[src/rtl/ram_dma_pkg.sv]
// Shared types and constants for the ram_dma byte-RAM DMA engine.
package ram_dma_pkg;

  localparam int ADDR_W_DEF = 16;
  localparam int LEN_W_DEF  = 16;
  localparam int SKID_DEPTH = 2;

  typedef enum logic [1:0] {
    IDLE   = 2'd0,
    WRITE  = 2'd1,
    READ   = 2'd2,
    FINISH = 2'd3
  } state_e;

endpackage

[src/rtl/ram_dma_if.sv]
// Command, byte-stream and RAM bus bundle for ram_dma; master is the DMA side.
interface ram_dma_if
  import ram_dma_pkg::*;
#(
  parameter int ADDR_W = ADDR_W_DEF,
  parameter int LEN_W  = LEN_W_DEF
);

  logic              cmd_valid;
  logic              cmd_ready;
  logic              cmd_write;
  logic [ADDR_W-1:0] cmd_addr;
  logic [LEN_W-1:0]  cmd_len;
  logic              s_valid;
  logic              s_ready;
  logic [7:0]        s_data;
  logic              m_valid;
  logic              m_ready;
  logic [7:0]        m_data;
  logic              ram_we;
  logic [ADDR_W-1:0] ram_addr;
  logic [7:0]        ram_din;
  logic [7:0]        ram_dout;

  modport master (
    input  cmd_valid, cmd_write, cmd_addr, cmd_len,
    output cmd_ready,
    input  s_valid, s_data,
    output s_ready,
    output m_valid, m_data,
    input  m_ready,
    output ram_we, ram_addr, ram_din,
    input  ram_dout
  );

  modport slave (
    output cmd_valid, cmd_write, cmd_addr, cmd_len,
    input  cmd_ready,
    output s_valid, s_data,
    input  s_ready,
    input  m_valid, m_data,
    output m_ready,
    input  ram_we, ram_addr, ram_din,
    output ram_dout
  );

endinterface

[src/rtl/ram_dma_skid.sv]
// Two-entry read-data buffer for ram_dma; tracks the one RAM read in flight so
// that issued-plus-buffered bytes never exceed SKID_DEPTH.
module ram_dma_skid
  import ram_dma_pkg::*;
(
  input  logic       clk,
  input  logic       reset,
  input  logic       issue_i,
  input  logic [7:0] din_i,
  input  logic       ready_i,
  output logic       valid_o,
  output logic [7:0] data_o,
  output logic       room_o
);

  logic       pend_q;
  logic [1:0] count_q, count_d;
  logic [7:0] head_q, head_d;
  logic [7:0] tail_q, tail_d;
  logic       pop;
  logic [2:0] occ;

  assign valid_o = (count_q != 2'd0);
  assign data_o  = head_q;
  assign pop     = valid_o && ready_i;
  // A byte leaving this cycle frees its slot for an issue in the same cycle.
  assign occ     = {2'b00, pend_q} + {1'b0, count_q} - {2'b00, pop};
  assign room_o  = (occ < 3'(SKID_DEPTH));

  // Next state of the head/tail shift buffer.
  always_comb begin
    count_d = count_q;
    head_d  = head_q;
    tail_d  = tail_q;
    case ({pend_q, pop})
      2'b10: begin
        if (count_q == 2'd0) begin
          head_d = din_i;
        end else begin
          tail_d = din_i;
        end
        count_d = count_q + 2'd1;
      end
      2'b01: begin
        head_d  = tail_q;
        count_d = count_q - 2'd1;
      end
      2'b11: begin
        if (count_q == 2'd1) begin
          head_d = din_i;
        end else begin
          head_d = tail_q;
          tail_d = din_i;
        end
      end
      default: begin
        count_d = count_q;
      end
    endcase
  end

  // Buffer registers; pend_q marks that ram_dout carries an issued byte this cycle.
  always_ff @(posedge clk or posedge reset) begin
    if (reset) begin
      pend_q  <= 1'b0;
      count_q <= 2'd0;
      head_q  <= 8'h00;
      tail_q  <= 8'h00;
    end else begin
      pend_q  <= issue_i;
      count_q <= count_d;
      head_q  <= head_d;
      tail_q  <= tail_d;
    end
  end

endmodule

[src/rtl/ram_dma.sv]
// Single-command DMA between byte streams and a 1-cycle-latency byte RAM.
// Optional RAM_DMA_CHECKSUM_EN adds a mod-256 csum output over the transferred bytes.
module ram_dma
  import ram_dma_pkg::*;
#(
  parameter int ADDR_W = ADDR_W_DEF,
  parameter int LEN_W  = LEN_W_DEF
) (
  input  logic       clk,
  input  logic       reset,
  ram_dma_if.master  bus,
  output logic       busy,
  output logic       done
`ifdef RAM_DMA_CHECKSUM_EN
  ,
  output logic [7:0] csum
`endif
);

  state_e            state_q;
  logic              cmd_ready_q;
  logic              busy_q;
  logic              done_q;
  logic [ADDR_W-1:0] cur_q;
  logic [LEN_W-1:0]  rem_q;
  logic [LEN_W-1:0]  iss_rem_q;

  logic       cmd_fire;
  logic       s_fire;
  logic       m_fire;
  logic       issue;
  logic       room;
  logic       m_valid;
  logic [7:0] m_data;

  assign cmd_fire     = bus.cmd_valid && cmd_ready_q;
  assign bus.s_ready  = (state_q == WRITE);
  assign s_fire       = bus.s_valid && (state_q == WRITE);
  assign issue        = (state_q == READ) && (iss_rem_q != {LEN_W{1'b0}}) && room;
  assign m_fire       = m_valid && bus.m_ready;

  assign bus.cmd_ready = cmd_ready_q;
  assign bus.m_valid   = m_valid;
  assign bus.m_data    = m_data;
  // The write strobe rides the stream handshake so the byte lands on that same edge.
  assign bus.ram_we    = s_fire;
  assign bus.ram_addr  = (s_fire || issue) ? cur_q : {ADDR_W{1'b0}};
  assign bus.ram_din   = s_fire ? bus.s_data : 8'h00;
  assign busy          = busy_q;
  assign done          = done_q;

  ram_dma_skid u_skid (
    .clk     (clk),
    .reset   (reset),
    .issue_i (issue),
    .din_i   (bus.ram_dout),
    .ready_i (bus.m_ready),
    .valid_o (m_valid),
    .data_o  (m_data),
    .room_o  (room)
  );

  // Command FSM with registered cmd_ready/busy/done and the address/count registers.
  always_ff @(posedge clk or posedge reset) begin
    if (reset) begin
      state_q     <= IDLE;
      cmd_ready_q <= 1'b0;
      busy_q      <= 1'b0;
      done_q      <= 1'b0;
      cur_q       <= {ADDR_W{1'b0}};
      rem_q       <= {LEN_W{1'b0}};
      iss_rem_q   <= {LEN_W{1'b0}};
    end else begin
      done_q <= 1'b0;
      case (state_q)
        IDLE: begin
          cmd_ready_q <= 1'b1;
          if (cmd_fire) begin
            cmd_ready_q <= 1'b0;
            cur_q       <= bus.cmd_addr;
            rem_q       <= bus.cmd_len;
            iss_rem_q   <= bus.cmd_len;
            if (bus.cmd_len == {LEN_W{1'b0}}) begin
              state_q <= FINISH;
              done_q  <= 1'b1;
            end else begin
              state_q <= bus.cmd_write ? WRITE : READ;
              busy_q  <= 1'b1;
            end
          end
        end
        WRITE: begin
          if (s_fire) begin
            cur_q <= cur_q + ADDR_W'(1'b1);
            rem_q <= rem_q - LEN_W'(1'b1);
            if (rem_q == LEN_W'(1'b1)) begin
              state_q <= FINISH;
              busy_q  <= 1'b0;
              done_q  <= 1'b1;
            end
          end
        end
        READ: begin
          if (issue) begin
            cur_q     <= cur_q + ADDR_W'(1'b1);
            iss_rem_q <= iss_rem_q - LEN_W'(1'b1);
          end
          if (m_fire) begin
            rem_q <= rem_q - LEN_W'(1'b1);
            if (rem_q == LEN_W'(1'b1)) begin
              state_q <= FINISH;
              busy_q  <= 1'b0;
              done_q  <= 1'b1;
            end
          end
        end
        FINISH: begin
          state_q     <= IDLE;
          cmd_ready_q <= 1'b1;
        end
        default: begin
          state_q     <= IDLE;
          cmd_ready_q <= 1'b0;
          busy_q      <= 1'b0;
        end
      endcase
    end
  end

`ifdef RAM_DMA_CHECKSUM_EN
  logic [7:0] csum_q;

  assign csum = csum_q;

  // Running byte sum, cleared on accept and held after the command ends.
  always_ff @(posedge clk or posedge reset) begin
    if (reset) begin
      csum_q <= 8'h00;
    end else if (cmd_fire) begin
      csum_q <= 8'h00;
    end else if (s_fire) begin
      csum_q <= csum_q + bus.s_data;
    end else if (m_fire) begin
      csum_q <= csum_q + m_data;
    end else begin
      csum_q <= csum_q;
    end
  end
`endif

endmodule

[src/flat_wrapper.sv]
// flat-port wrapper written by rule: the top's interface ports become plain ports
module ram_dma_flat import ram_dma_pkg::*;
#(
  parameter int ADDR_W = ADDR_W_DEF,
  parameter int LEN_W  = LEN_W_DEF
)
  (clk, reset, busy, done, bus_cmd_valid, bus_cmd_write, bus_cmd_addr, bus_cmd_len, bus_cmd_ready, bus_s_valid, bus_s_data, bus_s_ready, bus_m_valid, bus_m_data, bus_m_ready, bus_ram_we, bus_ram_addr, bus_ram_din, bus_ram_dout);
  ram_dma_if #(.ADDR_W(ADDR_W), .LEN_W(LEN_W)) bus_i ();
  input  logic clk;
  input  logic reset;
  output logic busy;
  output logic done;
  input wire logic [$bits(bus_i.cmd_valid)-1:0] bus_cmd_valid;
  input wire logic [$bits(bus_i.cmd_write)-1:0] bus_cmd_write;
  input wire logic [$bits(bus_i.cmd_addr)-1:0] bus_cmd_addr;
  input wire logic [$bits(bus_i.cmd_len)-1:0] bus_cmd_len;
  output wire logic [$bits(bus_i.cmd_ready)-1:0] bus_cmd_ready;
  input wire logic [$bits(bus_i.s_valid)-1:0] bus_s_valid;
  input wire logic [$bits(bus_i.s_data)-1:0] bus_s_data;
  output wire logic [$bits(bus_i.s_ready)-1:0] bus_s_ready;
  output wire logic [$bits(bus_i.m_valid)-1:0] bus_m_valid;
  output wire logic [$bits(bus_i.m_data)-1:0] bus_m_data;
  input wire logic [$bits(bus_i.m_ready)-1:0] bus_m_ready;
  output wire logic [$bits(bus_i.ram_we)-1:0] bus_ram_we;
  output wire logic [$bits(bus_i.ram_addr)-1:0] bus_ram_addr;
  output wire logic [$bits(bus_i.ram_din)-1:0] bus_ram_din;
  input wire logic [$bits(bus_i.ram_dout)-1:0] bus_ram_dout;
  assign bus_i.cmd_valid = bus_cmd_valid;
  assign bus_i.cmd_write = bus_cmd_write;
  assign bus_i.cmd_addr = bus_cmd_addr;
  assign bus_i.cmd_len = bus_cmd_len;
  assign bus_cmd_ready = bus_i.cmd_ready;
  assign bus_i.s_valid = bus_s_valid;
  assign bus_i.s_data = bus_s_data;
  assign bus_s_ready = bus_i.s_ready;
  assign bus_m_valid = bus_i.m_valid;
  assign bus_m_data = bus_i.m_data;
  assign bus_i.m_ready = bus_m_ready;
  assign bus_ram_we = bus_i.ram_we;
  assign bus_ram_addr = bus_i.ram_addr;
  assign bus_ram_din = bus_i.ram_din;
  assign bus_i.ram_dout = bus_ram_dout;
  ram_dma #(.ADDR_W(ADDR_W), .LEN_W(LEN_W)) u_core (.clk(clk), .reset(reset), .bus(bus_i), .busy(busy), .done(done));
endmodule
[config.mk]
export PLATFORM = sky130hd
export DESIGN_NAME = ram_dma_flat
export DESIGN_NICKNAME = d
export VERILOG_FILES = /design/src/rtl/ram_dma_pkg.sv /design/src/rtl/ram_dma_if.sv /design/src/rtl/ram_dma_skid.sv /design/src/rtl/ram_dma.sv /design/src/flat_wrapper.sv
export SDC_FILE = /design/constraint.sdc
export NUM_CORES = 1
export LEC_CHECK = 0
export BUFFER_PORTS_ARGS = -buffer_cell sky130_fd_sc_hd__clkbuf_2
export CORE_MARGIN = 2
export CORE_UTILIZATION = 56
export DETAILED_ROUTE_END_ITERATION = 6
export GPL_TIMING_DRIVEN = 0
export HOLD_SLACK_MARGIN = 0.02
export PLACE_DENSITY_LB_ADDON = 0.15
export REMOVE_ABC_BUFFERS = 1
export SLEW_MARGIN = 40
export SYNTH_ARGS = -nofsm -noshare
export SYNTH_HDL_FRONTEND = slang
export SYNTH_HIERARCHICAL = 1
export SYNTH_SLANG_ARGS = --single-unit
export TNS_END_PERCENT = 50
[constraint.sdc]
create_clock -name clk -period 3.82 [get_ports clk]
set_input_delay 0.573 -clock clk [delete_from_list [all_inputs] [get_ports clk]]
set_output_delay 0.573 -clock clk [all_outputs]
set_load 0.1 [all_outputs]
-- Yosys cells after proc, flatten, opt, wreduce, memory -nomap -nowiden
Cells that the tools add are included.
- register bits: 72
- word-level logic and storage cells: 99
- $add $sub $neg: 7
- $lt $le $gt $ge: 1
- equality and inequality tests: 16
- muxes and demuxes: 40
- reduce and logical (&&, ||, !) cells: 24
- operators by type and width (cell ; number):
    $mux 16 ; 8
    $pmux 16 s3 ; 2
    $mux 8 ; 5
    $pmux 16 s2 ; 1
    $sub 16x1->16 const B ; 2
    $pmux 8 s3 ; 1
    $add 16x1->16 const B ; 1
    $eq 16x1->1 const B ; 1
    $logic_not 16->1 ; 1
    $pmux 8 s2 ; 1
    $reduce_bool 16->1 ; 1
    $mux 2 ; 6
    $mux 1 ; 11
    $ne 2x2->1 const B ; 5
    $reduce_bool 2->1 ; 5
    $reduce_and 3->1 ; 3
    $eq 2x2->1 const B ; 4
    $pmux 2 s4 ; 1
    $reduce_and 4->1 ; 2
    $eq 2x1->1 const B ; 3
    $ne 2x1->1 const B ; 3
    $pmux 1 s3 ; 2
    $reduce_bool 3->1 ; 2
    $logic_and 1x1->1 ; 5
    11 further kinds ; 12

-- Logic depth before layout (Yosys ltp)
- depth in word-level cells: 7
- depth in mapped cells: 15
- mapped depth without buffers: 13

-- Hierarchy
The synthesis kept the hierarchy.
- by module, submodules not included (module ; times used ; cells an instance ; area an instance (um^2) ; seq. area each (um^2)):
    ram_dma ; 1 ; 450 ; 3762.4 ; 1326.3
    ram_dma_skid ; 1 ; 86 ; 939.7 ; 475.5

-- Worst setup path after synthesis
OpenSTA, ideal clock, no wires.
- path type: reg2out
- from: register u_core.state_q[1]
- to: output bus_ram_addr[10]
- arrival: 3.992 ns
- required time: 3.247 ns
- setup slack: -0.745 ns
- cell stages (with the launch flop): 7
- buffers on the path: 1
- path through: dfrtp_1 > inv_1 > ha_1 > and2_1 > nor2_4 > buf_4 > nor2b_1
- elaborated cells on any way between the ends: 7
- classes of those cells: eq/ne (2); mux (1); reduce/logical (4)
- RTL lines (item ; line ; text):
    start: declaration ; ram_dma.sv:20 ; state_e state_q;
    start signal: assignment ; ram_dma.sv:87 ; state_q <= bus.cmd_write ? WRITE : READ;
    $eq 2x1->1 ; n/a ;
    net bus_s_ready ; flat_wrapper.sv:20 ; output wire logic [$bits(bus_i.s_ready)-1:0] bus_s_ready;
    $logic_and 1x1->1 ; ram_dma.sv:38 ; assign s_fire = bus.s_valid && (state_q == WRITE);
    net bus_ram_we ; flat_wrapper.sv:24 ; output wire logic [$bits(bus_i.ram_we)-1:0] bus_ram_we;
    $logic_or 1x1->1 ; ram_dma.sv:47 ; assign bus.ram_addr = (s_fire || issue) ? cur_q : {ADDR_W{1'b0}};
    $mux 16 ; ram_dma.sv:47 ;
    end: declaration ; flat_wrapper.sv:25 ; output wire logic [$bits(bus_i.ram_addr)-1:0] bus_ram_addr;
The timed path passes the listed nets, and every way through them passes these cells.

-- Final worst setup path
- from: register u_core.u_skid.count_q[0]
- to: output bus_ram_addr[15]
- longest elaborated chain between the ends: 7
- elaborated cells on any way between the ends: 8
- classes of those cells: add/sub (2); order compare (1); mux (1); reduce/logical (4)
- RTL lines (item ; line ; text):
    start: declaration ; ram_dma_skid.sv:17 ; logic [1:0] count_q, count_d;
    start signal: assignment ; ram_dma_skid.sv:71 ; count_q <= count_d;
    parallel branches: the longest is 2 deep, another holds $add 1x2->3 ; n/a ;
    $sub 3x1->3 (*) ; ram_dma_skid.sv:27 ; assign occ = {2'b00, pend_q} + {1'b0, count_q} - {2'b00, pop};
    $lt 3x2->1 (*) ; ram_dma_skid.sv:28 ; assign room_o = (occ < 3'(SKID_DEPTH));
    net u_core.room ; ram_dma.sv:32 ; logic room;
    $logic_and 1x1->1 (*) ; ram_dma.sv:39 ; assign issue = (state_q == READ) && (iss_rem_q != {LEN_W{1'b0}}) && room;
    net u_core.issue ; ram_dma.sv:31 ; logic issue;
    $logic_or 1x1->1 (*) ; ram_dma.sv:47 ;
    $mux 16 (*) ; ram_dma.sv:47 ;
Mark *: on every way through the listed nets, which the timed path passes.

==> metrics <==
fillers 647; clk root buf clkbuf_8; per-cell routed wire length 16.7 µm; cells after synthesis 536; period utilisation layout 96.1%; Port Buf Inserts 91; Synth Cell Area 4700 µm²; Layout Nets 686; sequential standard cell area 1800 µm²; share of cells above drive strength 1 24.0%; Post-synth top flop dfrtp_1; Initial Util 57.5%; Clock Latency Late Sink 0.36 ns; CTS Buf Count 9; global-route wire length before repair 20000 µm; FP Rows 33; Chip Height 95.6 µm; Synth area leaders dfrtp_1 38%, a21oi_1 4.8%, o21ai_0 3.8%; Worst Clk Skew 0.0110 ns; pin count of the biggest net entering global routing 40; max-cap violation count 0; Seq/Total Area, Yosys 38.3%; Via density 6.20; Ys Warns 6; CP Launch Type flip-flop; Yosys cell types 70; Final Instance Area 5630 µm²; Iter 0 DRT Violations 378; worst path required time 3.25 ns; die footprint 9150 µm²; deepest clock path buffer count 2; vias in the first global route 4217; antenna viol nets, final 0; register bit count reported by yosys 72; Max Fclk 0.272 GHz; setup violators final 0; All-Layer GR Usage 28.0%; Cell Chain, Critical Path inv_1 -> ha_4 -> nor2b_4 -> xnor2_2 -> nor2_1 -> fa_1 -> xnor2_1 -> nor2_1 -> nand2_2 -> nor2_4 -> nor2_4 -> buf_12 -> nor2b_1 -> clkbuf_8; core area 8180 µm²; worst hold path class in -> async; CP max-delay cell fa_1; Clock Pin Slew Worst Setup and Hold Paths 0.08 ns; Layout area overhead 19.8%; Post-CTS Hold Buffers 0; count of final hold-check violations 0; routability congestion estimate 0.899; Critical Path Fanout Max 16; min Tclk post-route 3.67 ns; RSZ-0062 raised after global routing no; top cell type's share of synthesized area 38.3%; worst slew pin tran 0.808 ns; number of H-tree levels 3; cell taking the most area after synthesis dfrtp_1; CP endpoint kind output port; final WL 12200 µm; initial antenna violation count 0; diode count 0; most common cell after layout, fill and taps aside clkbuf_2; DRC viols 0; First-pass DRT Iterations 5; clk sinks 72; most frequent cells in the layout 75 x clkbuf_2, 72 x dfrtp_1, 45 x a21oi_1; Avg Cell Area, Syn 8.77 µm²; CP peak stage delay 0.42 ns; status finished, final reports clean; hpwl dp 8480 µm; Die Width 95.6 µm; M3 GR Usage 5.45%; M2 GR Usage 45.8%; Slew Limit Fails 0; DP Area 5200 µm²; worst path bufs/invs 3; area of the multi-input gates 2730 µm²; GR peak layer met2; Worst path top cell family by delay simple AND/OR/NAND/NOR gates; asr flop ratio synth 100%; I/O pin cnt 92; CTS tree built; GR Util met1 37.5%; vias 4525; grt ovf 0; Worst Path Arrival 3.10 ns; Setup Crit Path Kind reg -> out; number of synthesized flops with an enable pin 0; Slew headroom 46.1%
==> per-layer routing <==
layer	part of all wire, %	routed length [µm]
met1	44	5350
met2	48	5910
met4	1.4	167
met3	6.6	802
met5	0	0
==> cell usage after synthesis, types with 3 or more instances <==
cell type / n
xnor2_1: 3
a2bb2oi_1: 7
inv_1: 21
o22a_1: 3
nor4_1: 10
and4_1: 3
mux2i_1: 12
a21oi_1: 45
nor2_1: 43
nand3_1: 30
nand2b_1: 7
nand3b_1: 3
a221oi_1: 3
buf_2: 7
nor3b_1: 3
o32ai_1: 6
nand4_1: 9
a211oi_1: 3
mux2_2: 9
a211o_1: 3
clkbuf_1: 10
buf_4: 3
ha_1: 11
and3_1: 13
buf_6: 4
a311oi_1: 5
dfrtp_1: 72
nand2_1: 44
nor2b_1: 21
o22ai_1: 6
a31oi_1: 14
o21ai_0: 36
nor3_1: 11
o21a_1: 5
and2_1: 4
o31ai_1: 3
or3_1: 3
==> worst paths after layout <==
kind / start / to / slack (ns) / cells after the start
hold / removal: reset / u_core/done$_DFF_PP0_ / 0.18 / 2
setup / recovery: u_core/u_skid/count_q[0]$_DFFE_PP0P_ / bus_ram_addr[15] / 0.15 / 14
min in group clk: bus_ram_dout[6] / u_core/u_skid/tail_q[6]$_DFFE_PP0P_ / 0.46 / 2
max in group asynchronous: reset / u_core/u_skid/tail_q[1]$_DFFE_PP0P_ / 3.01 / 2
hold reg to reg: u_core/u_skid/tail_q[5]$_DFFE_PP0P_ / u_core/u_skid/tail_q[5]$_DFFE_PP0P_ / 0.51 / 1
setup reg to reg: u_core/u_skid/count_q[0]$_DFFE_PP0P_ / u_core/cur_q[10]$_DFFE_PP0P_ / 0.31 / 13
==> stage by stage <==
step	setup WS [ns]	utilization, %	hold slack (ns)	std cells	setup TNS [ns]
final	0.150	68.9	0.184	730	0
after detailed placement	-0.409	63.7	0.497	709	-9.86
after CTS	0.0139	68.4	0.193	727	0
after global placement	-0.302	62.9	0.489	707	-6.08
after global routing	0.000779	68.9	0.212	730	0
after floorplan	-0.673	-	0.480	511	-10.76
==> state kept, by name, summed over array words and instances, names as in the netlist <==
name                   cells
u_core/u_skid/tail_q       8
u_core/u_skid/count_q      2
u_core/u_skid/data_o       8
u_core/done                1
u_core/state_q             2
u_core/iss_rem_q          16
u_core/bus.cmd_ready       1
u_core/busy                1
u_core/u_skid/pend_q       1
u_core/rem_q              16
u_core/cur_q              16
==> area by class of cell <==
type | instances | share of cell area (%)
multi-input combinational | 417 | 48.5
sequential | 72 | 32.0
timing repair buffer | 98 | 12.2
tap | 105 | 2.33
clock buffer | 9 | 2.20
inverter | 22 | 1.51
clock inverter | 7 | 1.27
==> what timing repair did <==
item	CTS	global route
gates resized for setup	37	4
buffers inserted	2	3
pin swaps	1	1
setup endpoints to repair	41	17
==> worst register-to-register path, stage by stage, from the launching register on <==
cell	delay [ns]
dfrtp_1	0.36
inv_1	0.09
ha_4	0.21
nor2b_4	0.19
xnor2_2	0.15
nor2_1	0.08
fa_1	0.42
xnor2_1	0.15
nor2_1	0.16
or2b_1	0.15
nor4b_4	0.37
o21a_1	0.68
mux2i_1	0.28
nand3_1	0.09
==> logic make-up after synthesis <==
kind of cell / count (synthesis) / synth area share [%]
and+or+nand+nor: 224 / 26.3
AOI/OAI and AO/OA: 155 / 21.6
DFF: 72 / 38.3
buffers and inverters: 47 / 4.82
muxes: 21 / 4.71
adders and majority gates: 14 / 3.78
xor gates and xnor gates: 3 / 0.559
Power is not shown: default switching activity piles up to over one toggle a cycle in this logic, so the estimate is an artifact.
